--- src/rtl/maze_ram_arbiter_if.sv ---
// Bus bundle between the maze RAM arbiter, its requesters and the maze tile RAM.
// slave  = the arbiter's view, master = requesters plus the RAM.
interface maze_ram_arbiter_if #(
  parameter int ADDR_W = 19,
  parameter int N_REQ  = 3
);
  // video read port
  logic                      vid_req;
  logic [ADDR_W-1:0]         vid_addr;
  logic                      vid_valid;
  logic [1:0]                vid_data;
  // game-logic read ports
  logic [N_REQ-1:0]          rd_req;
  logic [N_REQ*ADDR_W-1:0]   rd_addr;
  logic [N_REQ-1:0]          rd_gnt;
  logic [N_REQ-1:0]          rd_valid;
  logic [1:0]                rd_data;
  logic                      rd_err;
  // game-logic write port
  logic                      wr_req;
  logic [ADDR_W-1:0]         wr_addr;
  logic [1:0]                wr_data;
  logic                      wr_gnt;
  // fill engine control / status
  logic                      fill_start;
  logic [1:0]                fill_value;
  logic                      fill_busy;
  logic                      starve;
  // maze RAM pins
  logic [ADDR_W-1:0]         ram_read_address;
  logic [ADDR_W-1:0]         ram_write_address;
  logic [1:0]                ram_data_In;
  logic                      ram_we;
  logic [1:0]                ram_data_Out;

  modport slave (
    input  vid_req, vid_addr, rd_req, rd_addr, wr_req, wr_addr, wr_data,
           fill_start, fill_value, ram_data_Out,
    output vid_valid, vid_data, rd_gnt, rd_valid, rd_data, rd_err, wr_gnt,
           fill_busy, starve, ram_read_address, ram_write_address, ram_data_In, ram_we
  );

  modport master (
    output vid_req, vid_addr, rd_req, rd_addr, wr_req, wr_addr, wr_data,
           fill_start, fill_value, ram_data_Out,
    input  vid_valid, vid_data, rd_gnt, rd_valid, rd_data, rd_err, wr_gnt,
           fill_busy, starve, ram_read_address, ram_write_address, ram_data_In, ram_we
  );
endinterface

--- src/rtl/maze_ram_arbiter.sv ---
// Maze tile RAM arbiter: video has absolute read priority, game readers share
// the rest round-robin, the dot writer and the fill engine share the write port.
// Same-cycle write/read collisions return the new data.
module maze_ram_arbiter #(
  parameter int ADDR_W   = 19,
  parameter int MAX_ADDR = 32843,
  parameter int N_REQ    = 3,
  parameter int STARVE   = 1023
) (
  input  logic              Clk,
  input  logic              Reset_n,
  maze_ram_arbiter_if.slave bus
);
  localparam int PTR_W = (N_REQ > 1) ? $clog2(N_REQ) : 1;
  localparam int CNT_W = $clog2(STARVE + 1);
  localparam logic [ADDR_W-1:0] MAX_A    = ADDR_W'(MAX_ADDR);
  localparam logic [CNT_W-1:0]  STARVE_C = CNT_W'(STARVE);

  typedef enum logic [0:0] {IDLE = 1'b0, FILL = 1'b1} fill_state_t;

  fill_state_t                  state_reg, state_next;
  logic [ADDR_W-1:0]            fill_cnt_reg, fill_cnt_next;
  logic [1:0]                   fill_val_reg, fill_val_next;
  logic [PTR_W-1:0]             ptr_reg, ptr_next;
  logic [N_REQ-1:0][CNT_W-1:0]  wait_reg, wait_next;
  logic [N_REQ-1:0]             starve_hit;
  logic                         starve_reg;

  logic [ADDR_W-1:0]            req_addr [N_REQ];
  logic [PTR_W-1:0]             rr_idx   [N_REQ];
  logic                         gnt_any;
  logic [PTR_W-1:0]             gnt_idx;
  logic [N_REQ-1:0]             gnt_vec;
  logic                         issue_any, issue_ok;
  logic [ADDR_W-1:0]            issue_addr;
  logic                         fill_active, wr_ok, we_c, fwd_hit;
  logic [ADDR_W-1:0]            wa_c;
  logic [1:0]                   wd_c;

  logic                         vid_valid_reg;
  logic [N_REQ-1:0]             rd_valid_reg;
  logic                         rd_err_reg, drop_reg, fwd_reg;
  logic [1:0]                   fwd_data_reg, ret_data;

  // Unpack requester addresses, build the rotated search order and the wait counters.
  generate
    for (genvar gi = 0; gi < N_REQ; gi++) begin : g_req
      assign req_addr[gi]   = bus.rd_addr[gi*ADDR_W +: ADDR_W];
      assign rr_idx[gi]     = PTR_W'((int'(ptr_reg) + gi) % N_REQ);
      assign wait_next[gi]  = gnt_vec[gi] ? '0 :
                              (bus.rd_req[gi] && wait_reg[gi] != STARVE_C) ? wait_reg[gi] + 1'b1 :
                              wait_reg[gi];
      assign starve_hit[gi] = (wait_next[gi] == STARVE_C);
    end
  endgenerate

  // Round-robin pick: nearest requester at or above the pointer; video blocks all game reads.
  always_comb begin
    gnt_any = 1'b0;
    gnt_idx = '0;
    for (int k = N_REQ - 1; k >= 0; k--) begin
      if (bus.rd_req[rr_idx[k]]) begin
        gnt_any = 1'b1;
        gnt_idx = rr_idx[k];
      end
    end
    if (bus.vid_req) gnt_any = 1'b0;
    gnt_vec  = gnt_any ? (N_REQ'(1) << gnt_idx) : '0;
    ptr_next = gnt_any ? PTR_W'((int'(gnt_idx) + 1) % N_REQ) : ptr_reg;
  end

  // Read issue and write-port selection; out-of-range reads never reach the RAM.
  always_comb begin
    issue_any   = bus.vid_req | gnt_any;
    issue_addr  = bus.vid_req ? bus.vid_addr : req_addr[gnt_idx];
    issue_ok    = issue_any && (issue_addr <= MAX_A);
    fill_active = (state_reg == FILL);
    wr_ok       = !fill_active && bus.wr_req && (bus.wr_addr <= MAX_A);
    we_c        = fill_active | wr_ok;
    wa_c        = fill_active ? fill_cnt_reg : (wr_ok ? bus.wr_addr : '0);
    wd_c        = fill_active ? fill_val_reg : (wr_ok ? bus.wr_data : 2'b00);
    fwd_hit     = we_c && issue_ok && (wa_c == issue_addr);
  end

  // Fill engine next state: walk every address once, then return to idle.
  always_comb begin
    state_next    = state_reg;
    fill_cnt_next = fill_cnt_reg;
    fill_val_next = fill_val_reg;
    case (state_reg)
      IDLE: begin
        if (bus.fill_start) begin
          state_next    = FILL;
          fill_cnt_next = '0;
          fill_val_next = bus.fill_value;
        end
      end
      FILL: begin
        if (fill_cnt_reg == MAX_A) state_next = IDLE;
        else                       fill_cnt_next = fill_cnt_reg + 1'b1;
      end
      default: state_next = IDLE;
    endcase
  end

  // State, arbitration and return-path registers; reset drops any read in flight.
  always_ff @(posedge Clk or negedge Reset_n) begin
    if (!Reset_n) begin
      state_reg     <= IDLE;
      fill_cnt_reg  <= '0;
      fill_val_reg  <= 2'b00;
      ptr_reg       <= '0;
      wait_reg      <= '0;
      starve_reg    <= 1'b0;
      vid_valid_reg <= 1'b0;
      rd_valid_reg  <= '0;
      rd_err_reg    <= 1'b0;
      drop_reg      <= 1'b0;
      fwd_reg       <= 1'b0;
      fwd_data_reg  <= 2'b00;
    end else begin
      state_reg     <= state_next;
      fill_cnt_reg  <= fill_cnt_next;
      fill_val_reg  <= fill_val_next;
      ptr_reg       <= ptr_next;
      wait_reg      <= wait_next;
      starve_reg    <= starve_reg | (|starve_hit);
      vid_valid_reg <= bus.vid_req;
      rd_valid_reg  <= gnt_vec;
      rd_err_reg    <= gnt_any && !issue_ok;
      drop_reg      <= issue_any && !issue_ok;
      fwd_reg       <= fwd_hit;
      fwd_data_reg  <= wd_c;
    end
  end

  assign ret_data              = drop_reg ? 2'b00 : (fwd_reg ? fwd_data_reg : bus.ram_data_Out);
  assign bus.vid_valid         = vid_valid_reg;
  assign bus.vid_data          = ret_data;
  assign bus.rd_gnt            = gnt_vec;
  assign bus.rd_valid          = rd_valid_reg;
  assign bus.rd_data           = ret_data;
  assign bus.rd_err            = rd_err_reg;
  assign bus.wr_gnt            = wr_ok;
  assign bus.fill_busy         = fill_active;
  assign bus.starve            = starve_reg;
  assign bus.ram_read_address  = issue_ok ? issue_addr : '0;
  assign bus.ram_write_address = wa_c;
  assign bus.ram_data_In       = wd_c;
  assign bus.ram_we            = we_c;
endmodule

--- src/flat_wrapper.sv ---
// flat-port wrapper written by rule: the top's interface ports become plain ports
module maze_ram_arbiter_flat 
#(
  parameter int ADDR_W   = 19,
  parameter int MAX_ADDR = 32843,
  parameter int N_REQ    = 3,
  parameter int STARVE   = 1023
)
  (Clk, Reset_n, bus_vid_req, bus_vid_addr, bus_rd_req, bus_rd_addr, bus_wr_req, bus_wr_addr, bus_wr_data, bus_fill_start, bus_fill_value, bus_ram_data_Out, bus_vid_valid, bus_vid_data, bus_rd_gnt, bus_rd_valid, bus_rd_data, bus_rd_err, bus_wr_gnt, bus_fill_busy, bus_starve, bus_ram_read_address, bus_ram_write_address, bus_ram_data_In, bus_ram_we);
  maze_ram_arbiter_if #(.ADDR_W(ADDR_W), .N_REQ(N_REQ)) bus_i ();
  input  logic Clk;
  input  logic Reset_n;
  input wire logic [$bits(bus_i.vid_req)-1:0] bus_vid_req;
  input wire logic [$bits(bus_i.vid_addr)-1:0] bus_vid_addr;
  input wire logic [$bits(bus_i.rd_req)-1:0] bus_rd_req;
  input wire logic [$bits(bus_i.rd_addr)-1:0] bus_rd_addr;
  input wire logic [$bits(bus_i.wr_req)-1:0] bus_wr_req;
  input wire logic [$bits(bus_i.wr_addr)-1:0] bus_wr_addr;
  input wire logic [$bits(bus_i.wr_data)-1:0] bus_wr_data;
  input wire logic [$bits(bus_i.fill_start)-1:0] bus_fill_start;
  input wire logic [$bits(bus_i.fill_value)-1:0] bus_fill_value;
  input wire logic [$bits(bus_i.ram_data_Out)-1:0] bus_ram_data_Out;
  output wire logic [$bits(bus_i.vid_valid)-1:0] bus_vid_valid;
  output wire logic [$bits(bus_i.vid_data)-1:0] bus_vid_data;
  output wire logic [$bits(bus_i.rd_gnt)-1:0] bus_rd_gnt;
  output wire logic [$bits(bus_i.rd_valid)-1:0] bus_rd_valid;
  output wire logic [$bits(bus_i.rd_data)-1:0] bus_rd_data;
  output wire logic [$bits(bus_i.rd_err)-1:0] bus_rd_err;
  output wire logic [$bits(bus_i.wr_gnt)-1:0] bus_wr_gnt;
  output wire logic [$bits(bus_i.fill_busy)-1:0] bus_fill_busy;
  output wire logic [$bits(bus_i.starve)-1:0] bus_starve;
  output wire logic [$bits(bus_i.ram_read_address)-1:0] bus_ram_read_address;
  output wire logic [$bits(bus_i.ram_write_address)-1:0] bus_ram_write_address;
  output wire logic [$bits(bus_i.ram_data_In)-1:0] bus_ram_data_In;
  output wire logic [$bits(bus_i.ram_we)-1:0] bus_ram_we;
  assign bus_i.vid_req = bus_vid_req;
  assign bus_i.vid_addr = bus_vid_addr;
  assign bus_i.rd_req = bus_rd_req;
  assign bus_i.rd_addr = bus_rd_addr;
  assign bus_i.wr_req = bus_wr_req;
  assign bus_i.wr_addr = bus_wr_addr;
  assign bus_i.wr_data = bus_wr_data;
  assign bus_i.fill_start = bus_fill_start;
  assign bus_i.fill_value = bus_fill_value;
  assign bus_i.ram_data_Out = bus_ram_data_Out;
  assign bus_vid_valid = bus_i.vid_valid;
  assign bus_vid_data = bus_i.vid_data;
  assign bus_rd_gnt = bus_i.rd_gnt;
  assign bus_rd_valid = bus_i.rd_valid;
  assign bus_rd_data = bus_i.rd_data;
  assign bus_rd_err = bus_i.rd_err;
  assign bus_wr_gnt = bus_i.wr_gnt;
  assign bus_fill_busy = bus_i.fill_busy;
  assign bus_starve = bus_i.starve;
  assign bus_ram_read_address = bus_i.ram_read_address;
  assign bus_ram_write_address = bus_i.ram_write_address;
  assign bus_ram_data_In = bus_i.ram_data_In;
  assign bus_ram_we = bus_i.ram_we;
  maze_ram_arbiter #(.ADDR_W(ADDR_W), .MAX_ADDR(MAX_ADDR), .N_REQ(N_REQ), .STARVE(STARVE)) u_core (.Clk(Clk), .Reset_n(Reset_n), .bus(bus_i));
endmodule
--- config.mk ---
export PLATFORM = sky130hd
export DESIGN_NAME = maze_ram_arbiter_flat
export DESIGN_NICKNAME = d
export VERILOG_FILES = /design/src/rtl/maze_ram_arbiter_if.sv /design/src/rtl/maze_ram_arbiter.sv /design/src/flat_wrapper.sv
export SDC_FILE = /design/constraint.sdc
export NUM_CORES = 1
export LEC_CHECK = 0
export ABC_AREA = 0
export ABC_CLOCK_PERIOD_IN_PS = 10200
export BUFFER_PORTS_ARGS = -buffer_cell sky130_fd_sc_hd__buf_2
export CAP_MARGIN = 20
export CORE_ASPECT_RATIO = 2
export CORE_MARGIN = 10
export CORE_UTILIZATION = 57
export CTS_CLUSTER_SIZE = 8
export DETAILED_ROUTE_END_ITERATION = 6
export GPL_ROUTABILITY_DRIVEN = 1
export PLACE_DENSITY = 0.93
export SYNTH_ARGS = -nofsm -noshare
export SYNTH_HDL_FRONTEND = slang
export SYNTH_SLANG_ARGS = --single-unit
export TNS_END_PERCENT = 5
--- constraint.sdc ---
create_clock -name Clk -period 10.2 [get_ports Clk]
set_input_delay 2.04 -clock Clk [delete_from_list [all_inputs] [get_ports Clk]]
set_output_delay 2.04 -clock Clk [all_outputs]
set_load 0.005 [all_outputs]
==> summary.md, run 1 <==
| Metric | Value |
|---|---|
| CTS clock-pin slew for the worst setup and hold paths | 0.06 ns |
| Final RePlAce weighted congestion | ~1.0 |
| Reg2Reg Launch Point | u_core.bus.fill_busy |
| Combinational cell fraction of total power | 0.515 |
| Path class of the lowest-slack min-delay path | reg -> reg |
| Count of boundary I/O pins | 165 |
| Capture endpoint of the worst hold path | u_core.fill_val_reg[0] |
| Multi-input combinational cell area | between 0.003 and 0.004 mm2 |
| Final wirelength | between 20,000 and 25,000 um |
| Async S/R FF share, synth | 1.00 |
| Time the final worst path needs with I/O delays and setup | ~7.6 ns |
| Count of mapped cells out of synthesis | 700 |
| PnR worst setup slack | about 2.6 ns |
| Worst-margin pin slew | 1.14 ns |
| Relative contribution of the clock network to total power | 0.234 |
| Number of global-route vias before repair | between 6,000 and 7,000 |
| Number of instances on the worst hold path | 2 |
| Bufs and invs on worst path | 4 |
| CTS Buf Count | 9 |
| Crit path top cell by count | buf_2 |
| Total vias in the final route | about 6,400 |
| Placed cell count | 964 |
| Distinct cells, synth | 75 |
| Filler cell count in the final layout | ~770 |
| Utilization of the core after routing | 0.709 |
| Number of routed nets with antenna violations | 0 |
| Fraction of the cycle the final worst path needs | 0.744 |
| H-tree levels | 3 |
| Startpoint of the worst hold path | u_core.fill_val_reg[0] |
| Most common library cell in the layout ignoring fill and taps | buf_2 |
| Largest fanout on the critical path | 23 |
| List of cells traversed by the critical path | buf_2, nor2b_1, o21ai_0, nor2_1, buf_4, inv_1, nand2_1, o221ai_1, o2111ai_1, nor4_2, a41oi_2, a21oi_1, buf_2 |
| Sequential cell area fraction in the yosys report | 0.290 |
| Via-to-Cell Ratio | ~6.5 |
| Most frequent cells in the layout | 161 x buf_2, 81 x nor2_1, 64 x nand2_1, 64 x dfrtp_1, 40 x o21ai_0 |
| Final nets | just under 1,000 |
| Max-capacitance violation count | 0 |
| Clock latency on the worst-skew pair | about 0.34 ns |
| Initial Utilization | 0.585 |
| Total power after layout | ~1.4 mW |
| Global-route congestion overflow total | 0 |
| Sequential cell area | approximately 0.0016 mm2 |
| Residual DRC | 0 |
| Setup violators final | 0 |
| Port-buffer cells | between 150 and 200 |
| Iteration-0 DRC count of the detailed router | just under 600 |
| Setup slack of the most critical reg-to-reg path | 5.30 ns |
| Netlist area before placement | 0.00553 mm2 |
| Critical Path End Type | output port |
| Height of the chip | around 160 um |
| Pre-Repair DR Iteration Count | 6 |
| Number of cell rows | 50 |
| Post-CTS Repair Setup Buffers | 0 |
| CP top delay family | compound AO/OA/AOI/OAI gates |
| Synthesized area per cell | slightly below 8 um2 |
| Max FFs per register | 30 |
| N_diodes | 0 |
| Worst hold slack | between 0.5 and 0.6 ns |
| Final cell count without fillers | between 900 and 1,000 |
| Category of the most critical setup path | in -> out |
| Final number of max-transition violations | 0 |
| Setup_tns | 0 ns |
| Flip-flop and latch count after synthesis | 64 |
| Crit-path slowest cell | inv_1 |
| Dominant register cell in the synthesized netlist | dfrtp_1 |
| Internal Pwr Total | around 0.8 mW |
| Psw | ~0.64 mW |
| Resized cells post-CTS | 0 |
| Leak pwr | slightly above 3 nW |
| Combined global-route utilization of all metal layers | 0.318 |
| Post-place setup slack | 2.75 ns |
| CP Data Arrival Time | approximately 5.5 ns |
| Reg power frac | 0.251 |
| Quantity of hold-fixing buffers added after cts | 0 |
| Type of origin of the critical path | primary input |
| Post-synth EDFFs | 0 |
| Clock sink count | 64 |
| Worst R2R Path Depth | 9 |
| Max frequency | around 130 MHz |
| Core ar. | 0.00945 mm2 |
| Dpl cell area | 0.00638 mm2 |
| Unrepaired setup endpoints after global routing | false |
| WL/cell | about 24 um |
| Endpoint required time on the critical path | roughly 8.2 ns |
| Remaining max-slew budget at the tightest pin | 0.219 |
| Reg-to-reg critical path endpoint | u_core.fwd_reg |
| Maximum vdd ir drop | approximately 190 uV |
| Worst clock skew | between 0.009 and 0.01 ns |
| Pin count of the biggest net entering global routing | between 60 and 70 |
| Maximum buffer depth of the clock tree | 2 |
| Growth of design area from synthesis to finish | 21.2% |
| Final HPWL DP | around 18,000 um |
| Yosys warnings | 0 |
| Summed area of non-filler cells in the final layout | around 0.0067 mm2 |
| Worst stage delay on the critical path | around 0.54 ns |
| Global-route wire length before repair | around 35,000 um |
| Power per cell area | 216 mW/mm2 |
| Number of hold violations in the final report | 0 |
| Status | finished clean |
| Switching part of the total power | 0.443 |
| Fraction of final layout cells with drive strength greater than 1 | 0.235 |
| Initial antenna violation count | 0 |
| Root cell of the clock tree | clkbuf_16 |
| Die extent in x | approximately 90 um |
| Die Footprint | between 0.01 and 0.015 mm2 |
| CTS tree | yes |
[cell families after synthesis]
logic type / Yosys count / synth area share
other: 1 / 0.000679
adder cells (fa/ha/maj): 8 / 0.0181
AND/OR/NAND/NOR: 316 / 0.290
flip-flops: 64 / 0.290
buffers and inverters: 60 / 0.0487
XOR/XNOR: 47 / 0.0745
multiplexers: 17 / 0.0351
AO/OA/AOI/OAI: 187 / 0.243
[Yosys cell counts, types with 18 or more instances]
cell,instances,area share
nor2_1,81,0.055
dfrtp_1,64,0.29
nand2_1,64,0.043
o21ai_0,40,0.036
nand3_1,37,0.034
xor2_1,31,0.049
nand4_1,25,0.028
inv_1,24,0.016
a21oi_1,21,0.019
and3_1,21,0.024
clkbuf_1,18,0.012
nand2b_1,18,0.020
[final cells by class]
cell class	instances	share of cell area
Tap cell	130	0.0243
Inverter	24	0.0134
Clock inverter	5	0.0120
Clock buffer	11	0.0362
Multi-Input combinational cell	578	0.547
Timing Repair Buffer	168	0.128
Sequential cell	64	0.239
[layer usage]
layer  track usage  wire length [um]
met1         0.312              7490
met2         0.547             11700
met3        0.0691              1950
met4         0.242              1980
met5             0                 0
[worst register-to-register path, delay by kind of cell, from the launching register on]
| kind | cells | cell delay (ns) |
|---|---|---|
| AND/OR/NAND/NOR | 5 | 1.88 |
| AO/OA/AOI/OAI | 4 | 2.21 |
| flip-flops | 1 | 0.71 |
[power by group through the flow]
stage	combinational, mW	sequential, mW	clock (mW)
global placement	0.708	0.361	0
detailed placement	0.711	0.363	0
CTS	0.719	0.360	0.339
floorplan	0.504	0.347	0
global route	0.804	0.368	0.348
finish	0.745	0.363	0.338
[worst max path at each step]
| stage | startpoint | to | slack [ns] | cells after the start |
|---|---|---|---|---|
| 5_1_grt | bus_rd_req[0] | bus_ram_read_address[8] | 2.29 | 13 |
| 4_1_cts | bus_rd_req[0] | bus_ram_read_address[8] | 2.73 | 13 |
| 3_5_place_dp | bus_rd_req[0] | bus_ram_read_address[8] | 2.75 | 13 |
| 2_1_floorplan | bus_rd_req[1] | bus_ram_read_address[10] | 3.69 | 11 |
| 6_report | bus_rd_req[0] | bus_ram_read_address[8] | 2.62 | 13 |
| 3_3_place_gp | bus_rd_req[0] | bus_ram_read_address[8] | 2.81 | 13 |
(Power assumes the default switching activity.)
==> inputs of run 2 (changes only) <==
- ABC_AREA: 0 -> 1
- ABC_CLOCK_PERIOD_IN_PS: 10200 -> 7380
- CORE_UTILIZATION: 57 -> 53
- PLACE_DENSITY: 0.93 -> 0.88
- clock period: 10.2 -> 7.38 ns (I/O delays scaled with it)
==> summary.md, run 2 <==
| Metric | Value |
|---|---|
| Status | finished clean |
| Global-route wire length before repair | 29,600 um (-15%) |
| Critical Path End Type | output port |
| Sequential cell area fraction in the yosys report | 0.294 (+0.00386) |
| Type of origin of the critical path | primary input |
| Maximum vdd ir drop | 222 uV (+18%) |
| Proportion of synthesized area in mux cells | 0.00551 (-0.0296) |
| Number of routed nets with antenna violations | 0 (unchanged) |
| Initial antenna violation count | 1 (+1) |
| Async S/R FF share, synth | 1.00 (unchanged) |
| Root cell of the clock tree | clkbuf_16 |
| Final cell count without fillers | 1,141 (+16%) |
| Multi-input combinational cell area | 0.00311 mm2 (-15%) |
| CTS clock-pin slew for the worst setup and hold paths | 0.05 ns (about the same) |
| Post-CTS Repair Setup Buffers | 0 (unchanged) |
| H-tree levels | 3 (unchanged) |
| Worst stage delay on the critical path | 0.44 ns (-0.10 ns) |
| Pre-Repair DR Iteration Count | 5 (-1) |
| CTS Buf Count | 9 (unchanged) |
| Sequential cell area | 0.00160 mm2 (unchanged) |
| Initial Utilization | 0.541 (-0.0442) |
| Max-capacitance violation count | 0 (unchanged) |
| Die extent in x | 91.7 um (+2.3%) |
| List of cells traversed by the critical path | buf_2, inv_1, nand2_1, nand3b_4, nand2_2, inv_2, nand3_4, nand2_2, nand2_1, nand3_1, nand2_2, nand2_2, nand2_1, inv_1, nand2_1, nor2_2, nand2_2, nand2_4, nand3_4, nor2_1, buf_2 |
| Fraction of final layout cells with drive strength greater than 1 | 0.242 (+0.00650) |
| Cell types occupying the most area after synthesis | dfrtp_1 29%, nand2_1 17%, inv_1 10% |
| Dpl cell area | 0.00629 mm2 (-1.3%) |
| Via-to-Cell Ratio | 5.21 (-20%) |
| Most frequent cells in the layout | 248 x nand2_1, 161 x buf_2, 147 x inv_1 |
| Number of cell rows | 52 (+4.0%) |
| Max frequency | around 180 MHz |
| Basic-gate share of the synthesized area counting and, or, nand and nor cells | 0.430 (+0.139) |
| Power per cell area | 325 mW/mm2 (+51%) |
| Dominant register cell in the synthesized netlist | dfrtp_1 |
| Iteration-0 DRC count of the detailed router | 359 (-38%) |
| Final nets | 1,117 (+16%) |
| Most frequently used cell type in the post-synthesis netlist | nand2_1 |
| Path class of the lowest-slack min-delay path | reg -> reg |
| PnR worst setup slack | 1.68 ns (-0.937 ns) |
| Max FFs per register | 30 (unchanged) |
| Fraction of the cycle the final worst path needs | 0.773 |
| Worst-margin pin slew | 0.808 ns (-0.334 ns) |
| Clock sink count | 64 (unchanged) |
| Synthesized area per cell | 6.41 um2 (-19%) |
| Most common library cell in the layout ignoring fill and taps | nand2_1 |
| Reg2Reg Launch Point | u_core.bus.fill_busy |
| Clock latency on the worst-skew pair | 0.33 ns (about the same) |
| Final HPWL DP | 15,400 um (-14%) |
| Unrepaired setup endpoints after global routing | false |
| Category of the most critical setup path | in -> out |
| CP Data Arrival Time | 4.23 ns (-1.31 ns) |
| Height of the chip | 163 um (+2.6%) |
| Setup slack of the most critical reg-to-reg path | 3.66 ns (-1.64 ns) |
| Endpoint required time on the critical path | 5.90 ns (-2.26 ns) |
| Largest fanout on the critical path | 24 (+4.3%) |
| Pin count of the biggest net entering global routing | 65 (unchanged) |
| Summed area of non-filler cells in the final layout | 0.00658 mm2 (-1.8%) |
| Post-place setup slack | 1.73 ns (-1.02 ns) |
| Leak pwr | 3.81 nW (+23%) |
| Port-buffer cells | 161 (unchanged) |
| Post-Synth Adder-Cell Area | 0.0184 (+0.000241) |
| Crit path launch | bus_rd_req[1] |
| Final number of max-transition violations | 0 (unchanged) |
| Setup_tns | 0 ns (unchanged) |
| Count of boundary I/O pins | 165 (unchanged) |
| Filler cell count in the final layout | 966 (+25%) |
| Resized cells post-CTS | 0 (unchanged) |
| Xor and xnor area share after synthesis | 0.0450 (-0.0295) |
| Growth of design area from synthesis to finish | 20.6% |
| Final RePlAce weighted congestion | 1.08 (+3.0%) |
| Time the final worst path needs with I/O delays and setup | around 5.7 ns |
| Flip-flop and latch count after synthesis | 64 (unchanged) |
| Remaining max-slew budget at the tightest pin | 0.459 (+0.241) |
| Count of mapped cells out of synthesis | 851 (+22%) |
| Yosys warnings | 0 (unchanged) |
| CTS tree | yes |
| Distinct cells, synth | 44 (-41%) |
| Netlist area before placement | 0.00545 mm2 (-1.3%) |
| Setup violators final | 0 (unchanged) |
| Global-route congestion overflow total | 0 (unchanged) |
| Quantity of hold-fixing buffers added after cts | 0 (unchanged) |
| Crit-path slowest cell | nand2_2 |
| Utilization of the core after routing | 0.652 (-0.0567) |
| Die Footprint | 0.0150 mm2 (+5.1%) |
| Placed cell count | 1,124 (+17%) |
| Dominant cell type by area after synthesis | dfrtp_1 |
| Synth Area in Compound Gates | 0.0700 (-0.173) |
| Residual DRC | 0 (unchanged) |
| Startpoint of the worst hold path | u_core.fill_val_reg[0] |
| Maximum buffer depth of the clock tree | 2 (unchanged) |
| Cell types with the highest counts after synthesis | 248 x nand2_1, 147 x inv_1, 70 x nor2_1, 66 x nand3_1, 64 x dfrtp_1 |
| Number of global-route vias before repair | 5,948 (-9.3%) |
| Number of hold violations in the final report | 0 (unchanged) |
| Core ar. | 0.0101 mm2 (+6.8%) |
| Combined global-route utilization of all metal layers | 0.249 (-0.0688) |
| Post-synth EDFFs | 0 (unchanged) |
| Final wirelength | 19,100 um (-17%) |
| WL/cell | 16.7 um (-29%) |
| Area fraction of the dominant cell type after synthesis | 0.294 (+0.00386) |
| Total vias in the final route | 5,950 (-6.9%) |
| Crit path top cell by count | nand2_2 |
| Worst clock skew | 0.00488 ns (-0.00419 ns) |
| Dominant combinational cell family by area after synthesis | simple AND/OR/NAND/NOR gates |
## run 2: cell count changes in the layout (fill, tap and decap cells not counted), sizes merged, moves of 14 or more
cell,previous run,this run
nand2,64,269
nand3,37,71
and3,21,1
nand3b,2,20
nand2b,18,0
or2,5,19
inv,24,151
o21ai,43,20
## run 2: kinds of logic after synthesis
kind of cell	Yosys count
buf+inv	182
flops	64
fa+ha+maj	8
mux	3
compound gates	64
xor+xnor	28
simple gates	501
other cells	1
## run 2: routing by layer
layer	vias to the layer above	wire [um]	global-route usage
li1	2938	-	-
met1	2652	6430	0.242
met2	292	9940	0.451
met3	68	1390	0.0529
met4	0	1320	0.183
met5	-	0	0
## run 2: worst paths after layout
check                                          end  cells past startpoint
setup / recovery           bus_ram_read_address[1]                     21
hold / removal              u_core.fill_val_reg[0]                      2
setup reg to reg                    u_core.fwd_reg                     14
hold reg to reg             u_core.fill_val_reg[0]                      2
max in group asynchronous  u_core.fill_cnt_reg[10]                      2
min in group asynchronous       u_core.wait_reg[6]                      2
## run 2: report_power, final
part           internal, mW  switching (mW)  leakage (nW)
registers             0.443          0.0814         0.831
clock network         0.253           0.147         0.145
logic                 0.399           0.817          2.84
total                  1.09            1.05          3.81
## run 2: stage by stage
step | hold slack (ns) | power (mW)
after CTS | 0.487 | 2.14
after detailed placement | 0.474 | 1.73
after floorplan | 0.450 | 1.40
final | 0.487 | 2.14
after global routing | 0.506 | 2.32
after global placement | 0.465 | 1.70
## run 2: cell type report
cell class                      instances  area share
Inverter                              153      0.0873
Tap cell                              135      0.0257
Timing Repair Buffer                  165       0.127
Sequential cell                        64       0.243
Antenna cell                            1    0.000380
Multi-Input combinational cell        607       0.473
Clock buffer                           13      0.0411
Clock inverter                          3     0.00228
## run 2: worst max-delay path, delay by kind of cell
kind	cells	cell delay [ns]
simple gates	16	2.30
buf+inv	5	0.44
==> inputs of run 3 (changes only) <==
- ABC_CLOCK_PERIOD_IN_PS: 7380 -> 5500
- clock period: 7.38 -> 5.5 ns (I/O delays scaled with it)
==> summary.md, run 3 (synthesis results as in run 2) <==
| Metric | Value |
|---|---|
| Reg power frac | 0.240 (-0.005) |
| Resized cells post-CTS | 0 (unchanged) |
| Time the final worst path needs with I/O delays and setup | between 4 and 5 ns |
| Crit-path slowest cell | nand2_2 |
| Met1 WL | 6150 um (-4.4%) |
| Setup violators final | 0 (unchanged) |
| Final wirelength | 18,800 um (-1.3%) |
| Final nets | 1,120 (+0.27%) |
| Global-route congestion overflow total | 0 (unchanged) |
| Maximum vdd ir drop | 298 uV (+34%) |
| Crit path top cell by count | nand2_1 |
| Final number of max-transition violations | 0 (unchanged) |
| Count of boundary I/O pins | 165 (unchanged) |
| Die Footprint | 0.0150 mm2 (unchanged) |
| Clock sink count | 64 (unchanged) |
| Path class of the lowest-slack min-delay path | reg -> reg |
| Worst stage delay on the critical path | 0.43 ns (about the same) |
| Psw | 1.39 mW (+33%) |
| Total power after layout | 2.95 mW (+38%) |
| Number of routed nets with antenna violations | 0 (unchanged) |
| Core ar. | 0.0101 mm2 (unchanged) |
| Summed area of non-filler cells in the final layout | 0.00667 mm2 (+1.3%) |
| Number of cell rows | 52 (unchanged) |
| Iteration-0 DRC count of the detailed router | 373 (+3.9%) |
| Placed cell count | 1,126 (+0.18%) |
| Total vias in the final route | 6,051 (+1.7%) |
| N_diodes | 0 (-1) |
| Remaining max-slew budget at the tightest pin | 0.459 (-0.000690) |
| Fraction of final layout cells with drive strength greater than 1 | 0.245 (+0.00325) |
| Leak pwr | 3.86 nW (+1.1%) |
| Die extent in x | 91.7 um (unchanged) |
| Initial Utilization | 0.541 (unchanged) |
| Endpoint required time on the critical path | 4.40 ns (-1.50 ns) |
| Residual DRC | 0 (unchanged) |
| Status | finished clean |
| Unrepaired setup endpoints after global routing | false |
| Routed met2 length | 9970 um (+0.29%) |
| WL/cell | 16.5 um (-1.5%) |
| Post-CTS Repair Setup Buffers | 0 (unchanged) |
| Most common library cell in the layout ignoring fill and taps | nand2_1 |
| Internal Pwr Total | 1.56 mW (+42%) |
| Clock latency on the worst-skew pair | 0.33 ns (about the same) |
| Max frequency | a little over 200 MHz |
| Port-buffer cells | 161 (unchanged) |
| PnR worst setup slack | 0.545 ns (-1.13 ns) |
| Final HPWL DP | 15,100 um (-1.9%) |
| Max FFs per register | 30 (unchanged) |
| Most frequent cells in the layout | 248 x nand2_1, 161 x buf_2, 147 x inv_1 |
| Number of global-route vias before repair | 6,286 (+5.7%) |
| Critical Path End Type | output port |
| Quantity of hold-fixing buffers added after cts | 0 (unchanged) |
| Final RePlAce weighted congestion | 0.975 (-9.7%) |
| Fraction of the cycle the final worst path needs | 0.901 |
| Combinational cell fraction of total power | 0.549 (-0.019) |
| Largest fanout on the critical path | 24 (unchanged) |
| Setup_tns | 0 ns (unchanged) |
| Max-capacitance violation count | 0 (unchanged) |
| Category of the most critical setup path | in -> out |
| Initial antenna violation count | 0 (-1) |
| Combined global-route utilization of all metal layers | 0.246 (-0.00292) |
| Worst-margin pin slew | 0.812 ns (+0.00402 ns) |
| Detailed route wirelength on metal3 | 1520 um (+9.8%) |
| Bufs and invs on worst path | 5 (unchanged) |
| Growth of design area from synthesis to finish | 22.2% |
| Switching part of the total power | 0.472 (-0.0170) |
| Maximum buffer depth of the clock tree | 2 (unchanged) |
| Type of origin of the critical path | primary input |
| Number of hold violations in the final report | 0 (unchanged) |
| Pre-Repair DR Iteration Count | 7 (+2) |
| CTS Buf Count | 9 (unchanged) |
| Global-route wire length before repair | 29,800 um (+0.72%) |
| Post-place setup slack | 0.583 ns (-1.14 ns) |
| H-tree levels | 3 (unchanged) |
| Final cell count without fillers | 1,143 (+0.18%) |
| Worst clock skew | 0.00694 ns (+0.00207 ns) |
| Worst hold slack | 0.495 ns (+0.00812 ns) |
| Power per cell area | 443 mW/mm2 (+36%) |
| CTS clock-pin slew for the worst setup and hold paths | 0.05 ns (about the same) |
| Pin count of the biggest net entering global routing | 65 (unchanged) |
| Dpl cell area | 0.00631 mm2 (+0.24%) |
| CTS tree | yes |
| List of cells traversed by the critical path | buf_2, inv_1, nand2_1, nand3b_4, nand2_2, inv_2, nand3_4, nand2_2, nand2_1, nand3_1, nand2_1, nand2_2, nand2_1, inv_1, nand2_1, nor2_2, nand2_2, nand2_4, nand3_4, nor2_1, buf_2 |
| Top routing layer in use | met4 |
| Height of the chip | 163 um (unchanged) |
| CP Data Arrival Time | 3.85 ns (-0.38 ns) |
| Relative contribution of the clock network to total power | 0.211 (+0.024) |
| CP top delay family | simple AND/OR/NAND/NOR gates |
| Utilization of the core after routing | 0.661 (+0.00856) |
| Root cell of the clock tree | clkbuf_16 |
| Via-to-Cell Ratio | 5.29 (+1.5%) |
-- run 3: cell count changes in the layout (fill, tap and decap cells not counted) --
cell,delta
buf_16,+1
buf_4,+2
bufinv_16,+2
clkbuf_1,-1
clkbuf_8,-1
clkinv_2,-1
clkinv_4,+1
diode_2,-1
-- run 3: routing by layer --
metal  GRT usage  vias to the layer above
met2       0.464                      292
met1       0.226                     2734
met3      0.0533                       73
li1            -                     2952
met5           0                        -
met4       0.172                        0
-- run 3: layout make-up --
type / count / area [um2]
clock buffers: 11 / 253
clock inverters: 5 / 78.8
fillers: 895 / 3420
inverters: 153 / 574
multi-input cells: 607 / 3110
flip-flops and latches: 64 / 1600
well taps: 135 / 169
repair buffers: 168 / 878
-- run 3: power by group through the flow --
| stage | clock network (mW) | logic, mW | registers [mW] |
|---|---|---|---|
| finish | 0.623 | 1.62 | 0.709 |
| detailed placement | 0 | 1.60 | 0.710 |
| floorplan | 0 | 1.20 | 0.680 |
| CTS | 0.629 | 1.61 | 0.704 |
| global placement | 0 | 1.57 | 0.702 |
| global route | 0.648 | 1.82 | 0.723 |
-- run 3: worst paths after layout --
| kind | start | endpoint | slack (ns) | depth (start not counted) |
|---|---|---|---|---|
| max in group asynchronous | Reset_n | u_core.wait_reg[20] | 4.02 | 2 |
| worst max-delay path | bus_rd_req[1] | bus_ram_read_address[3] | 0.55 | 21 |
| min in group asynchronous | Reset_n | u_core.wait_reg[6] | 0.93 | 2 |
| worst max register to register | u_core.ptr_reg[0] | u_core.fwd_reg | 2.05 | 22 |
| worst min register to register | u_core.fill_val_reg[0] | u_core.fill_val_reg[0] | 0.49 | 2 |
| worst min-delay path | u_core.fill_val_reg[0] | u_core.fill_val_reg[0] | 0.49 | 2 |
-- run 3: tightest hold or removal path, stage by stage, from the launching register on --
cell     delay (ns)
dfrtp_1        0.34
nand2_1        0.06
nand2_1        0.06
